`config.mk`:
```
export PLATFORM = sky130hd
export DESIGN_NAME = rf_write_arbiter
export DESIGN_NICKNAME = d
export VERILOG_FILES = /design/src/rtl/rf_pkg.sv /design/src/rtl/rf_wr_slot.sv /design/src/rtl/rf_write_arbiter.sv
export SDC_FILE = /design/constraint.sdc
export NUM_CORES = 1
export LEC_CHECK = 0
export ABC_CLOCK_PERIOD_IN_PS = 3300
export BUFFER_PORTS_ARGS = -buffer_cell sky130_fd_sc_hd__buf_2
export CAP_MARGIN = 20
export CORE_UTILIZATION = 52
export DETAILED_ROUTE_END_ITERATION = 10
export PLACE_DENSITY = 0.89
export SLEW_MARGIN = 20
export SYNTH_ARGS = -nofsm -noshare
export SYNTH_HDL_FRONTEND = slang
export SYNTH_SLANG_ARGS = --single-unit
```
`constraint.sdc`:
```
create_clock -name Clk -period 3.3 [get_ports Clk]
set_input_delay 0.33 -clock Clk [delete_from_list [all_inputs] [get_ports Clk]]
set_output_delay 0.33 -clock Clk [all_outputs]
set_load 0.1 [all_outputs]
```
`src/rtl/rf_pkg.sv`:
```
// rf_pkg: shared definitions for the register-file write arbiter.
//   RF_AW / RF_DW   register address / data widths
//   SRC_ALU/SRC_MEM slot index of each writeback source
//   wr_req_t        one pending write request {addr, data}
package rf_pkg;

  localparam int RF_AW = 5;
  localparam int RF_DW = 32;

  localparam int SRC_ALU = 0;
  localparam int SRC_MEM = 1;

  typedef struct packed {
    logic [RF_AW-1:0] addr;
    logic [RF_DW-1:0] data;
  } wr_req_t;

endpackage

```
`src/rtl/rf_wr_slot.sv`:
```
// rf_wr_slot: one-entry holding register for a pending RF write.
// Ports:
//   clk, rst        clock, asynchronous active-high reset (clears vld only)
//   load            capture addr_in/data_in, slot becomes valid
//   drain           slot was granted this cycle; clears unless reloaded
//   addr_in/data_in incoming request
//   cmp1/cmp2       read addresses to compare against the held address
//   vld/addr/data   slot contents
//   hit1/hit2       slot valid and holds cmp1 / cmp2
module rf_wr_slot #(
  parameter int AW = 5,
  parameter int DW = 32
) (
  input  logic          clk,
  input  logic          rst,
  input  logic          load,
  input  logic          drain,
  input  logic [AW-1:0] addr_in,
  input  logic [DW-1:0] data_in,
  input  logic [AW-1:0] cmp1,
  input  logic [AW-1:0] cmp2,
  output logic          vld,
  output logic [AW-1:0] addr,
  output logic [DW-1:0] data,
  output logic          hit1,
  output logic          hit2
);

  // A reload in the drain cycle wins, so the slot stays valid.
  always_ff @(posedge clk or posedge rst) begin
    if (rst) begin
      vld <= 1'b0;
    end else if (load) begin
      vld <= 1'b1;
    end else if (drain) begin
      vld <= 1'b0;
    end
  end

  // Payload is only meaningful while vld is set, so it carries no reset.
  always_ff @(posedge clk) begin
    if (load) begin
      addr <= addr_in;
      data <= data_in;
    end
  end

  assign hit1 = vld && (addr == cmp1);
  assign hit2 = vld && (addr == cmp2);

endmodule

```
`src/rtl/rf_write_arbiter.sv`:
```
// rf_write_arbiter: shares the RF single write port between the ALU
// writeback (source 0) and the memory-load writeback (source 1).
// Ports:
//   Clk, Reset                 clock, asynchronous active-high reset
//   SrcN_Valid/Addr/Data/Ready valid/ready write request per source
//   Awr, Din, WrEn             registered RF write port
//   Ard1, Ard2 -> Busy1, Busy2 pending-write hazard lookup
//   Conf_Cnt                   saturating count of cycles with both slots full
module rf_write_arbiter #(
  parameter int RF_AW = rf_pkg::RF_AW,
  parameter int RF_DW = rf_pkg::RF_DW,
  parameter int CNT_W = 16
) (
  input  logic             Clk,
  input  logic             Reset,
  input  logic             Src0_Valid,
  input  logic [RF_AW-1:0] Src0_Addr,
  input  logic [RF_DW-1:0] Src0_Data,
  output logic             Src0_Ready,
  input  logic             Src1_Valid,
  input  logic [RF_AW-1:0] Src1_Addr,
  input  logic [RF_DW-1:0] Src1_Data,
  output logic             Src1_Ready,
  output logic [RF_AW-1:0] Awr,
  output logic [RF_DW-1:0] Din,
  output logic             WrEn,
  input  logic [RF_AW-1:0] Ard1,
  input  logic [RF_AW-1:0] Ard2,
  output logic             Busy1,
  output logic             Busy2,
  output logic [CNT_W-1:0] Conf_Cnt
);

  import rf_pkg::*;

  logic [1:0]       vld, gnt, load, hit1, hit2;
  logic [RF_AW-1:0] addr [2];
  logic [RF_DW-1:0] data [2];
  logic             old1;
  logic             any_gnt;
  logic [RF_AW-1:0] gnt_addr;
  logic [RF_DW-1:0] gnt_data;

  rf_wr_slot #(.AW(RF_AW), .DW(RF_DW)) u_slot_alu (
    .clk(Clk), .rst(Reset), .load(load[SRC_ALU]), .drain(gnt[SRC_ALU]),
    .addr_in(Src0_Addr), .data_in(Src0_Data), .cmp1(Ard1), .cmp2(Ard2),
    .vld(vld[SRC_ALU]), .addr(addr[SRC_ALU]), .data(data[SRC_ALU]),
    .hit1(hit1[SRC_ALU]), .hit2(hit2[SRC_ALU])
  );

  rf_wr_slot #(.AW(RF_AW), .DW(RF_DW)) u_slot_mem (
    .clk(Clk), .rst(Reset), .load(load[SRC_MEM]), .drain(gnt[SRC_MEM]),
    .addr_in(Src1_Addr), .data_in(Src1_Data), .cmp1(Ard1), .cmp2(Ard2),
    .vld(vld[SRC_MEM]), .addr(addr[SRC_MEM]), .data(data[SRC_MEM]),
    .hit1(hit1[SRC_MEM]), .hit2(hit2[SRC_MEM])
  );

  // Oldest-first grant; with a single valid slot the age flag is ignored.
  always_comb begin
    gnt = vld;
    if (vld[SRC_ALU] && vld[SRC_MEM]) begin
      gnt          = '0;
      gnt[SRC_MEM] = old1;
      gnt[SRC_ALU] = !old1;
    end
  end

  // A slot refills in the same cycle it drains, giving 1 request/cycle.
  assign Src0_Ready    = !Reset && (!vld[SRC_ALU] || gnt[SRC_ALU]);
  assign Src1_Ready    = !Reset && (!vld[SRC_MEM] || gnt[SRC_MEM]);
  assign load[SRC_ALU] = Src0_Valid && Src0_Ready;
  assign load[SRC_MEM] = Src1_Valid && Src1_Ready;

  assign any_gnt  = |gnt;
  assign gnt_addr = gnt[SRC_MEM] ? addr[SRC_MEM] : addr[SRC_ALU];
  assign gnt_data = gnt[SRC_MEM] ? data[SRC_MEM] : data[SRC_ALU];

  // Age flag: a slot left waiting is older than whatever the other slot
  // loads now. Simultaneous fresh loads make slot 0 the older one; the
  // explicit clear matters when a stale old1 survived a single-slot period.
  always_ff @(posedge Clk or posedge Reset) begin
    if (Reset) begin
      old1 <= 1'b0;
    end else if (vld[SRC_MEM] && !gnt[SRC_MEM] && load[SRC_ALU]) begin
      old1 <= 1'b1;
    end else if (vld[SRC_ALU] && !gnt[SRC_ALU] && load[SRC_MEM]) begin
      old1 <= 1'b0;
    end else if (load[SRC_ALU] && load[SRC_MEM]) begin
      old1 <= 1'b0;
    end
  end

  // Write-port register. Register 0 writes are consumed but never issued;
  // address/data are zeroed so the port shows no stale target.
  always_ff @(posedge Clk or posedge Reset) begin
    if (Reset) begin
      WrEn <= 1'b0;
      Awr  <= '0;
      Din  <= '0;
    end else if (any_gnt && (gnt_addr != '0)) begin
      WrEn <= 1'b1;
      Awr  <= gnt_addr;
      Din  <= gnt_data;
    end else if (any_gnt) begin
      WrEn <= 1'b0;
      Awr  <= '0;
      Din  <= '0;
    end else begin
      WrEn <= 1'b0;
    end
  end

  always_ff @(posedge Clk or posedge Reset) begin
    if (Reset) begin
      Conf_Cnt <= '0;
    end else if (vld[SRC_ALU] && vld[SRC_MEM] && !(&Conf_Cnt)) begin
      Conf_Cnt <= Conf_Cnt + 1'b1;
    end
  end

  // Hazard lookup covers both slots and the write already on the port.
  assign Busy1 = (Ard1 != '0) && ((|hit1) || (WrEn && (Awr == Ard1)));
  assign Busy2 = (Ard2 != '0) && ((|hit2) || (WrEn && (Awr == Ard2)));

endmodule

```
Word-level counts from Yosys, hierarchy flattened --
Index checks and enable logic that the tools add are counted. Widths: inputs -> output; s select.
Storage, ports and cells: register bits after elaboration 131
Operators by class: reduce and logical (&&, ||, !) cells 42, add/subtract/negate cells 1, muxes and demuxes 15, equal/unequal tests 6
Operators with widths (number):
- $mux 32 | 3
- $eq 5x5->1 | 6
- $logic_and 1x1->1 | 20
- $add 16x1->16 const B | 1
- $reduce_and 16->1 | 1
- $mux 5 | 3
- $reduce_bool 5->1 | 3
- $mux 1 | 8
- $logic_not 1->1 | 7
- $reduce_bool 2->1 | 3
- $reduce_or 2->1 | 3
- $logic_or 1x1->1 | 4
- $reduce_bool 3->1 | 1
- $mux 2 | 1

Longest topological paths before layout --
word-level depth 9, depth in mapped cells 7

Cells and area by module --
From an unflattened synthesis, not the netlist that was laid out.
Unflattened totals: cells, all modules 399, area total of the unflattened synthesis 5499.0 µm²
By module, submodules not included:
- rf_write_arbiter | seq. area each 1376.3 µm², area an instance 2971.6 µm², cells each 289, times used 1
- rf_wr_slot | seq. area each 1136.1 µm², area an instance 1263.7 µm², cells each 55, times used 2

Worst setup path after synthesis --
OpenSTA, ideal clock, no wires.
path type in2reg, start point input Reset, end point register u_slot_alu.addr[0], enable pin, stages 3, required time 2.856 ns, arrival 3.678 ns, setup slack -0.821 ns, buffers on the path 0, cells stage by stage inv_1 -> nand2_1 -> a21oi_1
On the way: cells in the longest elaborated chain, start to end 3
Ends and longest elaborated chain:
- start, declared | line rf_write_arbiter.sv:15 | input logic Reset,
- $logic_not 1->1 (no source line)
- $logic_and 1x1->1 | line rf_write_arbiter.sv:69 | assign Src0_Ready = !Reset && (!vld[SRC_ALU] || gnt[SRC_ALU]);
- $logic_and 1x1->1 | line rf_write_arbiter.sv:71 | assign load[SRC_ALU] = Src0_Valid && Src0_Ready;
- named net u_slot_alu.load | line rf_wr_slot.sv:16 | input logic load,
- end signal, assigned | line rf_wr_slot.sv:43 | addr <= addr_in;
- end, declared | line rf_wr_slot.sv:23 | output logic [AW-1:0] addr,
The timed path passes the listed nets, and every way through them passes these cells. A chain may end at the register's enable or synchronous reset.

Final worst setup path --
start point register u_slot_alu.addr[0], end point output Busy2
On the way: cells in the longest elaborated chain, start to end 5
Ends and longest elaborated chain:
- $eq 5x5->1 | line rf_wr_slot.sv:49 | assign hit2 = vld && (addr == cmp2);
- $logic_and 1x1->1 | line rf_wr_slot.sv:49
- $reduce_or 2->1 | line rf_write_arbiter.sv:123 | assign Busy2 = (Ard2 != '0) && ((|hit2) || (WrEn && (Awr == Ard2)));
- $logic_or 1x1->1 | line rf_write_arbiter.sv:123
- $logic_and 1x1->1 | line rf_write_arbiter.sv:123
- end, declared | line rf_write_arbiter.sv:30 | output logic Busy2,
No other way between the ends.

==> impl_metrics.yaml <==
global_route:
  grt.total_usage: 0.271
  grt-ovfl-total: 0
  grt_pass1_wl_mm: 20.7
  grt_max_degree: 44
  grt_pass1_vias: 4055
  antenna_found_initial: 0
  use_met1: 0.342
  grt_use_met2: 0.454
  grt_busiest_layer: "met2"
  grt_use_met3: 0.0645
synth:
  yosysWarningCount: 0
  ys.flop_type: "edfxtp_1"
  syn-mean-instance-area_um2: 14.2
  async_reset_ff_frac: 0.435
  syn_nets: 465
  yosysSeqAreaShare: 0.681
  netlist_instances: 376
  synth_cell_types: 31
  ys_ff_latch: 131
  synth-edff-count: 74
  synthesis.area_um2: 5360
worst_setup_path:
  worst_setup_path_start_kind: "flop"
  required_ps: 2970
  worstSetupPathType: "reg2out"
  worst-path-buf-inv: 1
  cp_slowest_cell: "edfxtp_1"
  critPathMaxStageDelay_ps: 460
  crit_fanout: 4
  timing.rr.start: "u_slot_alu.vld$_DFFE_PP0P_"
  r2r_slack_ps: 1030
  critical_path.top_delay_family: "flip-flops"
  cp_data_arrival_time_ps: 2200
  crit_chain: "xnor2_1 > nand4_1 > nor3_1 > a31oi_1 > a21oi_2 > buf_2"
  endpoint_kind: "output pin"
  startpoint: "u_slot_alu.addr[0]$_DFFE_PP_"
clock_network:
  cts_made_buffers: 17
  clkTransAtPathRegs_ps: 60
  clk_latency_ps: 510
  ctsHtreeMaxLevel: 4
  cts_setup_buffers: 0
  cts_resized: 0
  root_buffer: "clkbuf_8"
  clock-sinks: 131
  cts_tree: "built"
  cts_buffer_depth: 2
  holdBufCountCts: 73
floorplanning:
  core_um2: 9860
  boundaryPins: 146
  start_util: 0.543
  die_area_um2: 10700
  row_count: 36
  die_y_um: 103
  die_w_um: 103
placement:
  port_buffers: 145
  gp_congestion: 1.01
  dp_hpwl_mm: 7.96
hold_path:
  holdCritPathClass: "in2reg"
  hold_start: "Src0_Addr[3]"
finish:
  area_growth_pct: 41.0
  drive_gt1_frac: 0.354
  final_nets: 695
  antenna_cells: 0
  fill_cells: 570
pwr:
  pwr-share-comb: 0.273
  ir_worst_vdd_mv: 0.461
  intPower_mw: 3.28
  p_clk_frac: 0.341
  p_leak_nw: 3.40
  power.net_switching_mw: 1.98
  seq_power_share: 0.386
  p_per_area_nw_per_um2: 696
  p_sw_frac: 0.376
run:
  cap_violations: 0
route:
  wire_per_inst_um: 17.9
  viasPerCell: 5.23
  routed_wirelength_mm: 13.5
  first_pass_iters: 4
  vias: 3935
  drc_errors: 0
  route.antenna.remaining_nets: 0
  drt_first_iter_violations: 166
sta:
  worstMarginPinSlew_ps: 924
  grt_setup_unrepaired: "false"
  period_minus_slack_ps: 2530
  fin_skew_ps: 12.6
  tns_ps: 0
  max_freq_ghz: 0.395
  final-setup-viol-count: 0
  worst_hold_slack_ps: 28.4
  post-route-period-util: 0.767
  drv_slew: 0
  relSlewSlack: 0.384
  hold_viol_final: 0
status:
  status: "finished, final reports clean"
==> layout make-up <==
type                            instances  area, µm²  area share
Timing Repair Buffer                  224       1500       0.199
Sequential cell                       131       3650       0.483
Inverter                                3       15.0     0.00199
Tap cell                              133        166      0.0220
Multi-Input combinational cell        229       1640       0.218
Clock buffer                           17        414      0.0548
Clock inverter                         15        159      0.0210
==> routing by layer <==
metal | routed length [µm] | up-vias
li1 | - | 1826
met1 | 5550 | 1894
met2 | 6770 | 192
met3 | 957 | 23
met4 | 218 | 0
met5 | 0 | -
==> cell families after synthesis <==
kind of cell,Yosys count,share of synthesized area
muxes,38,0.0713
DFF,131,0.681
and+or+nand+nor,97,0.0843
AOI/OAI and AO/OA,48,0.0678
buffers and inverters,16,0.0194
xor gates and xnor gates,45,0.0736
adders and majority gates,1,0.00234
==> registers in the layout, summed over array words and instances (netlist names) <==
signal           cells
u_slot_mem.addr      5
u_slot_alu.vld       1
u_slot_mem.data     32
Conf_Cnt            16
Din                 32
u_slot_alu.addr      5
old1                 1
u_slot_mem.vld       1
WrEn                 1
u_slot_alu.data     32
Awr                  5
==> synth_stat cells (3+ instances only) <==
cell      count  area [µm²]
nand3_1       5        25.0
and3_1        3        18.8
edfxtp_1     74        2220
o21ai_2      30         263
a21oi_1       4        20.0
xnor2_1      21         184
clkbuf_1      4        15.0
xor2_1       24         210
o21ai_0      10        50.1
and4_1        3        26.3
nor4_1        5        31.3
or4_1         3        22.5
dfrtp_1      57        1430
mux2i_1      37         370
nor2_1       14        52.6
buf_6         4        45.0
nand2_1      49         184
nand4_1      10        62.6
==> cell usage in the layout, fill, tap and decap left out, types with 3 or more instances in the layout <==
cell           netlist  final
mux2i_1             37     37
nand2_1             49     49
and3_1               3      3
buf_2                2    145
o21ai_0             10     10
nand4_1             10     10
nor4_1               5      5
xor2_1              24     24
o21ai_2             30     29
nor2_1              14     12
clkbuf_16            0     16
dfrtp_1             57     57
edfxtp_1            74     74
nand3_1              5      5
dlygate4sd3_1        0     74
buf_4                1      5
clkinvlp_4           0      3
and4_1               3      3
or4_1                3      3
xnor2_1             21     21
clkinv_4             0      6
==> power by group through the flow <==
stage                     registers (mW)  logic [mW]  clock network (mW)
after floorplan                     2.81       0.314                   0
after global placement              2.05        1.33                   0
after detailed placement            2.06        1.36                   0
after CTS                           2.03        1.42                1.80
after global routing                2.05        1.50                1.89
final                               2.03        1.44                1.79
==> path summary, 6_finish.rpt <==
check,end,depth (start not counted)
worst min register to register,Din[28]$_DFFE_PP0P_,2
worst max-delay path,Busy2,6
min in group asynchronous,Awr[0]$_DFFE_PP0P_,3
worst max register to register,Din[24]$_DFFE_PP0P_,4
max in group asynchronous,Awr[3]$_DFFE_PP0P_,4
worst min-delay path,u_slot_alu.addr[3]$_DFFE_PP_,1
==> worst reg2reg max path, cell delays in order (launching register included) <==
cell and delay, ps:
dfrtp_1 430, inv_2 90, o21ai_4 510, a211o_2 860, o21ai_0 220
==> metrics by stage <==
stage | setup slack, ps | std cells | total power [mW] | cell area [µm²] | util
finish | 768 | 752 | 5.26 | 7550 | 0.765
global route | 590 | 752 | 5.44 | 7550 | 0.765
CTS | 740 | 751 | 5.25 | 7540 | 0.764
detailed placement | 1050 | 646 | 3.41 | 6240 | 0.632
global placement | 1130 | 646 | 3.38 | 6240 | 0.632
floorplan | 551 | 376 | 3.13 | 5370 | -
Power figures use the tool's default switching activity.
